**config.mk**
```make
export PLATFORM = sky130hd
export DESIGN_NAME = audio_i2s_receiver_flat
export DESIGN_NICKNAME = d
export VERILOG_FILES = /design/src/rtl/audio_i2s_receiver_if.sv /design/src/rtl/audio_i2s_receiver.sv /design/src/flat_wrapper.sv
export SDC_FILE = /design/constraint.sdc
export NUM_CORES = 1
export LEC_CHECK = 0
export CELL_PAD_IN_SITES_DETAIL_PLACEMENT = 2
export CELL_PAD_IN_SITES_GLOBAL_PLACEMENT = 2
export CORE_MARGIN = 5
export CORE_UTILIZATION = 36
export DETAILED_ROUTE_END_ITERATION = 16
export PLACE_DENSITY = 0.85
export SYNTH_ARGS = -nofsm -noshare
export SYNTH_HDL_FRONTEND = slang
export SYNTH_SLANG_ARGS = --single-unit
export TNS_END_PERCENT = 100
```
**constraint.sdc**
```tcl
create_clock -name OSC_CLK -period 2.94 [get_ports OSC_CLK]
set_clock_uncertainty 0.2 [all_clocks]
set_input_delay 0.588 -clock OSC_CLK [delete_from_list [all_inputs] [get_ports OSC_CLK]]
set_output_delay 0.588 -clock OSC_CLK [all_outputs]
set_load 0.01 [all_outputs]
```
**src/rtl/audio_i2s_receiver_if.sv**
```systemverilog
// Pin bundle between an I2S source and the receiver: serial BCK/LRCK/DATA in,
// parallel stereo words and status strobes out.
interface audio_i2s_receiver_if #(
  parameter int DATA_WIDTH = 16
);
  logic                  iAUD_BCK;
  logic                  iAUD_LRCK;
  logic                  iAUD_DATA;
  logic [DATA_WIDTH-1:0] o_lsound_in;
  logic [DATA_WIDTH-1:0] o_rsound_in;
  logic                  o_sample_valid;
  logic                  o_short_frame;
  logic                  o_locked;

  modport master (
    output iAUD_BCK, iAUD_LRCK, iAUD_DATA,
    input  o_lsound_in, o_rsound_in, o_sample_valid, o_short_frame, o_locked
  );

  modport slave (
    input  iAUD_BCK, iAUD_LRCK, iAUD_DATA,
    output o_lsound_in, o_rsound_in, o_sample_valid, o_short_frame, o_locked
  );
endinterface

```
**src/rtl/audio_i2s_receiver.sv**
```systemverilog
// Oversampling I2S receiver: synchronizes BCK/LRCK/DATA into OSC_CLK, assembles
// MSB-first left/right words and commits each complete stereo pair as one strobe.
module audio_i2s_receiver #(
  parameter int DATA_WIDTH = 16,
  parameter int SLOT_MAX   = 32,
  parameter int TIMEOUT    = 256
) (
  input  logic                OSC_CLK,
  input  logic                reset_reg,
  audio_i2s_receiver_if.slave aud
);

  localparam int CNT_W = $clog2(SLOT_MAX + 1);
  localparam int WD_W  = $clog2(TIMEOUT + 1);
  localparam logic [CNT_W-1:0] DW_C   = CNT_W'(DATA_WIDTH);
  localparam logic [CNT_W-1:0] SLOT_C = CNT_W'(SLOT_MAX);
  localparam logic [WD_W-1:0]  TO_C   = WD_W'(TIMEOUT);

  // PH_NONE: no channel boundary seen yet, so bit alignment is unknown.
  typedef enum logic [1:0] {
    PH_NONE,
    PH_WAIT_LEFT,
    PH_HAVE_LEFT
  } phase_e;

  logic [2:0]            bck_sync_q;
  logic [1:0]            lrck_sync_q;
  logic [1:0]            data_sync_q;
  logic                  bck_rise;
  logic                  lrck_s2;
  logic                  data_s2;

  phase_e                phase_q,     phase_d;
  logic                  lrck_prev_q, lrck_prev_d;
  logic [CNT_W-1:0]      cnt_q,       cnt_d;
  logic [WD_W-1:0]       wd_q,        wd_d;
  logic [DATA_WIDTH-1:0] shift_q,     shift_d;
  logic [DATA_WIDTH-1:0] l_hold_q,    l_hold_d;
  logic [DATA_WIDTH-1:0] l_out_q,     l_out_d;
  logic [DATA_WIDTH-1:0] r_out_q,     r_out_d;
  logic                  valid_q,     valid_d;
  logic                  short_q,     short_d;
  logic                  locked_q,    locked_d;

  assign bck_rise = bck_sync_q[1] & ~bck_sync_q[2];
  assign lrck_s2  = lrck_sync_q[1];
  assign data_s2  = data_sync_q[1];

  always_comb begin
    // NOTE: every next-state signal takes its hold value first, so no path leaves one unassigned and no latch is inferred.
    phase_d     = phase_q;
    lrck_prev_d = lrck_prev_q;
    cnt_d       = cnt_q;
    shift_d     = shift_q;
    l_hold_d    = l_hold_q;
    l_out_d     = l_out_q;
    r_out_d     = r_out_q;
    locked_d    = locked_q;
    valid_d     = 1'b0;
    short_d     = 1'b0;

    if (bck_rise)            wd_d = '0;
    else if (wd_q != TO_C)   wd_d = wd_q + 1'b1;
    else                     wd_d = wd_q;

    if (bck_rise) begin
      if (lrck_s2 != lrck_prev_q) begin
        // Boundary edge carries the one-bit-delay slot; its data bit is dropped.
        lrck_prev_d = lrck_s2;
        cnt_d       = '0;
        if (phase_q == PH_NONE) begin
          phase_d = PH_WAIT_LEFT;
        end else if (cnt_q >= DW_C) begin
          if (!lrck_prev_q) begin
            l_hold_d = shift_q;
            phase_d  = PH_HAVE_LEFT;
          end else begin
            if (phase_q == PH_HAVE_LEFT) begin
              l_out_d  = l_hold_q;
              r_out_d  = shift_q;
              valid_d  = 1'b1;
              locked_d = 1'b1;
            end
            phase_d = PH_WAIT_LEFT;
          end
        end else begin
          short_d  = 1'b1;
          locked_d = 1'b0;
          phase_d  = PH_WAIT_LEFT;
        end
      end else begin
        if (cnt_q < DW_C)   shift_d = {shift_q[DATA_WIDTH-2:0], data_s2};
        if (cnt_q != SLOT_C) cnt_d  = cnt_q + 1'b1;
      end
    end else if (wd_d == TO_C) begin
      // Stream lost: forget alignment and any half-received pair, keep the words.
      locked_d = 1'b0;
      phase_d  = PH_NONE;
    end
  end

  always_ff @(posedge OSC_CLK or posedge reset_reg) begin
    if (reset_reg) begin
      bck_sync_q  <= '0;
      lrck_sync_q <= '0;
      data_sync_q <= '0;
      phase_q     <= PH_NONE;
      lrck_prev_q <= 1'b0;
      cnt_q       <= '0;
      wd_q        <= '0;
      shift_q     <= '0;
      l_hold_q    <= '0;
      l_out_q     <= '0;
      r_out_q     <= '0;
      valid_q     <= 1'b0;
      short_q     <= 1'b0;
      locked_q    <= 1'b0;
    end else begin
      // NOTE: non-blocking assignments here so every register samples the pre-edge values, independent of statement order.
      bck_sync_q  <= {bck_sync_q[1:0], aud.iAUD_BCK};
      lrck_sync_q <= {lrck_sync_q[0], aud.iAUD_LRCK};
      data_sync_q <= {data_sync_q[0], aud.iAUD_DATA};
      phase_q     <= phase_d;
      lrck_prev_q <= lrck_prev_d;
      cnt_q       <= cnt_d;
      wd_q        <= wd_d;
      shift_q     <= shift_d;
      l_hold_q    <= l_hold_d;
      l_out_q     <= l_out_d;
      r_out_q     <= r_out_d;
      valid_q     <= valid_d;
      short_q     <= short_d;
      locked_q    <= locked_d;
    end
  end

  assign aud.o_lsound_in    = l_out_q;
  assign aud.o_rsound_in    = r_out_q;
  assign aud.o_sample_valid = valid_q;
  assign aud.o_short_frame  = short_q;
  assign aud.o_locked       = locked_q;

endmodule

```
**src/flat_wrapper.sv**
```systemverilog
// flat-port wrapper written by rule: the top's interface ports become plain ports
module audio_i2s_receiver_flat 
#(
  parameter int DATA_WIDTH = 16,
  parameter int SLOT_MAX   = 32,
  parameter int TIMEOUT    = 256
)
  (OSC_CLK, reset_reg, aud_iAUD_BCK, aud_iAUD_LRCK, aud_iAUD_DATA, aud_o_lsound_in, aud_o_rsound_in, aud_o_sample_valid, aud_o_short_frame, aud_o_locked);
  audio_i2s_receiver_if #(.DATA_WIDTH(DATA_WIDTH)) aud_i ();
  input  logic OSC_CLK;
  input  logic reset_reg;
  input wire logic [$bits(aud_i.iAUD_BCK)-1:0] aud_iAUD_BCK;
  input wire logic [$bits(aud_i.iAUD_LRCK)-1:0] aud_iAUD_LRCK;
  input wire logic [$bits(aud_i.iAUD_DATA)-1:0] aud_iAUD_DATA;
  output wire logic [$bits(aud_i.o_lsound_in)-1:0] aud_o_lsound_in;
  output wire logic [$bits(aud_i.o_rsound_in)-1:0] aud_o_rsound_in;
  output wire logic [$bits(aud_i.o_sample_valid)-1:0] aud_o_sample_valid;
  output wire logic [$bits(aud_i.o_short_frame)-1:0] aud_o_short_frame;
  output wire logic [$bits(aud_i.o_locked)-1:0] aud_o_locked;
  assign aud_i.iAUD_BCK = aud_iAUD_BCK;
  assign aud_i.iAUD_LRCK = aud_iAUD_LRCK;
  assign aud_i.iAUD_DATA = aud_iAUD_DATA;
  assign aud_o_lsound_in = aud_i.o_lsound_in;
  assign aud_o_rsound_in = aud_i.o_rsound_in;
  assign aud_o_sample_valid = aud_i.o_sample_valid;
  assign aud_o_short_frame = aud_i.o_short_frame;
  assign aud_o_locked = aud_i.o_locked;
  audio_i2s_receiver #(.DATA_WIDTH(DATA_WIDTH), .SLOT_MAX(SLOT_MAX), .TIMEOUT(TIMEOUT)) u_core (.OSC_CLK(OSC_CLK), .reset_reg(reset_reg), .aud(aud_i));
endmodule
```
==> results.yml <==
synth:
  netlist_instances: 263
  ys_top_cells_by_area: "dfrtp_1, mux2_4, mux2_2"
  ys_ff_latch: 92
  synth_edf_count: 0
  yosys.area.top_type_share: 0.5934
  synth_cell_type_count: 40
  yosysTopAreaCell: "dfrtp_1"
  yosys_most_used_dff: "dfrtp_1"
  syn_area_sq_um: 3880
  yosysWarnings: 0
  ys_seq_area_frac: 0.5934
  synth.avg_cell_area_sq_um: 14.75
  synth_async_sr_flop_share: 1.000
  synth_nets: 272
setup_path:
  crit_type: "reg -> reg"
  cp-start-kind: "flip-flop"
  end_kind: "flip-flop"
  cp_max_fo: 34
  cp_data_arrival_time_ns: 2.59
  crit_required_ns: 2.98
global_route:
  grt_pass1_vias: 2635
  grt_antenna_before_repair: 0
  grt_first_pass_wirelength_microns: 14640
  grt_use_total: 0.1467
  grt_max_degree: 50
  overflow: 0
cts:
  cts_root_buffer: "clkbuf_8"
  cts_buffers: 9
  clk_latency_ns: 0.36
  h-tree-depth: 3
  cts.repair.resized: 0
  clkTransAtPathRegs_ns: 0.09
  cts_tree: "built"
  cts_hold_buf: 0
  cts_buffer_depth: 2
  cts_num_sinks: 92
  post-cts-setup-buffer-count: 0
layout:
  fin_util: 0.4276
  syn2layout_area_growth_pct: 17.90
  fin_nets: 315
  instances_no_fill: 451
  antenna_cells: 0
  drive_above_1_share: 0.2990
  postLayoutCellArea_sq_um: 4574
  fillers: 1054
die:
  start_util: 0.3627
  core_sq_um: 10700
  io-pin-count: 40
  dieArea_sq_um: 12950
  die_w_microns: 113.8
  rows: 38
  die_h_microns: 113.8
pwr:
  leakagePower_uw: 0.002120
  pwr_density_cell_nw_per_um2: 583.3
  vdd_drop_max_mv: 0.2632
route:
  wl_microns: 8848
  vias_per_cell: 4.909
  wl_per_cell_microns: 19.62
  postRouteAntennaNets: 0
  dr.pass1.iters: 4
  drc: 0
  vias: 2214
  drtIter0Drc: 74
timing:
  setup_viol: 0
  final.setup.tns_ns: 0
  holdWs_ns: 0.1594
  post-route-period-util: 0.8669
  slew_violations: 0
  fmax_mhz: 392.4
  finalHoldViolCount: 0
  rsz0062_at_grt: "false"
  worstMarginPinSlew_ns: 0.8090
  layout_min_cycle_time_ns: 2.549
  relSlewSlack: 0.4594
min_path:
  hp-class: "reg -> reg"
place:
  routabilityCongestion: 0.7955
  place.port_buffers: 39
  dpl.hpwl_microns: 5908
  dp_cells: 435
  placed_cell_area_sq_um: 4365
status:
  outcome: "complete, no violations"
run:
  drv_cap: 0
==> cell families after synthesis <==
| logic type | share of synthesized area |
|---|---|
| simple gates | 0.07740 |
| xor+xnor | 0.02451 |
| buf+inv | 0.03644 |
| mux | 0.2128 |
| fa+ha+maj | 0.01290 |
| compound gates | 0.04257 |
| flops | 0.5934 |
==> critical path, stage by stage, from the launching register on <==
cell,delay [ns]
dfrtp_1,0.45
xor2_2,0.29
and2_1,0.36
and3_4,0.70
mux2_2,0.41
==> Yosys cell counts, drive strengths merged, types with 2 or more instances <==
master	number
o21ai	8
clkbuf	3
nand4	4
a21oi	7
dfrtp	92
and3	4
nor3	2
nand2	14
inv	6
buf	7
mux2	64
nor4b	3
nor2	11
ha	4
xnor2	3
xor2	7
or3	2
and2	2
nand3	7
==> stage by stage <==
step | worst slack [ns] | total power [uW]
2_1_floorplan | 0.8811 | 1683
3_3_place_gp | 0.5607 | 1758
3_5_place_dp | 0.3964 | 1798
4_1_cts | 0.3634 | 2704
5_1_grt | 0.2376 | 2807
6_report | 0.3915 | 2668
==> final timing paths <==
| kind | start | cells past startpoint | slack [ns] | to |
|---|---|---|---|---|
| max in group asynchronous | reset_reg | 3 | 1.42 | u_core.wd_q[0]$_DFF_PP0_ |
| worst max-delay path | u_core.lrck_prev_q$_DFFE_PP0P_ | 4 | 0.39 | u_core.aud.o_lsound_in[5]$_DFFE_PP0P_ |
| worst min-delay path | u_core.data_sync_q[0]$_DFF_PP0_ | 0 | 0.16 | u_core.data_sync_q[1]$_DFF_PP0_ |
| worst max register to register | u_core.lrck_prev_q$_DFFE_PP0P_ | 4 | 0.39 | u_core.aud.o_lsound_in[5]$_DFFE_PP0P_ |
| min in group asynchronous | reset_reg | 2 | 0.45 | u_core.lrck_sync_q[0]$_DFF_PP0_ |
| worst min register to register | u_core.data_sync_q[0]$_DFF_PP0_ | 0 | 0.16 | u_core.data_sync_q[1]$_DFF_PP0_ |
==> report_power, final <==
| part | leakage, uW | switching, uW | internal [uW] |
|---|---|---|---|
| Clock | 0.000105 | 469 | 425 |
| Sequential | 0.00124 | 135 | 1370 |
| Combinational | 0.000775 | 140 | 133 |
| Total | 0.00212 | 744 | 1920 |
==> cells in the final DEF (no fill, tap or decap), types with 3 or more instances in the layout <==
| cell type | instances |
|---|---|
| nand2_1 | 14 |
| a21oi_1 | 7 |
| xor2_1 | 6 |
| xnor2_1 | 3 |
| dfrtp_1 | 92 |
| clkbuf_8 | 10 |
| ha_1 | 4 |
| nand4_1 | 4 |
| clkdlybuf4s50_1 | 39 |
| nor2_1 | 10 |
| mux2_4 | 28 |
| inv_1 | 5 |
| mux2_2 | 36 |
| and3_1 | 3 |
| nand3_1 | 7 |
| o21ai_0 | 7 |
==> layer usage <==
| metal | track usage | share of wire | vias to the layer above |
|---|---|---|---|
| li1 | - | - | 1003 |
| met1 | 0.1852 | 0.44 | 1156 |
| met2 | 0.2497 | 0.51 | 42 |
| met3 | 0.03554 | 0.034 | 13 |
| met4 | 0.04513 | 0.015 | 0 |
| met5 | 0 | 0 | - |
==> registers in the layout (all words and copies together) (netlist names) <==
| signal | count |
|---|---|
| u_core.cnt_q | 6 |
| u_core.lrck_sync_q | 2 |
| u_core.aud.o_locked | 1 |
| u_core.bck_sync_q | 3 |
| u_core.aud.o_sample_valid | 1 |
| u_core.aud.o_lsound_in | 16 |
| u_core.aud.o_rsound_in | 16 |
| u_core.shift_q | 16 |
| u_core.lrck_prev_q | 1 |
| u_core.l_hold_q | 16 |
| u_core.aud.o_short_frame | 1 |
| u_core.phase_q | 2 |
| u_core.wd_q | 9 |
| u_core.data_sync_q | 2 |
==> area by class of cell <==
cell class / count / area (sq um) / share of cell area
clock buffer: 10 / 137.6 / 0.03009
multi-input combinational: 155 / 1436 / 0.3140
inverter: 6 / 26.28 / 0.005744
timing repair buffer: 42 / 425.4 / 0.09300
sequential: 92 / 2302 / 0.5033
tap: 140 / 175.2 / 0.03829
clock inverter: 6 / 71.32 / 0.01559
Note: power is estimated with default switching activity, not from simulation.
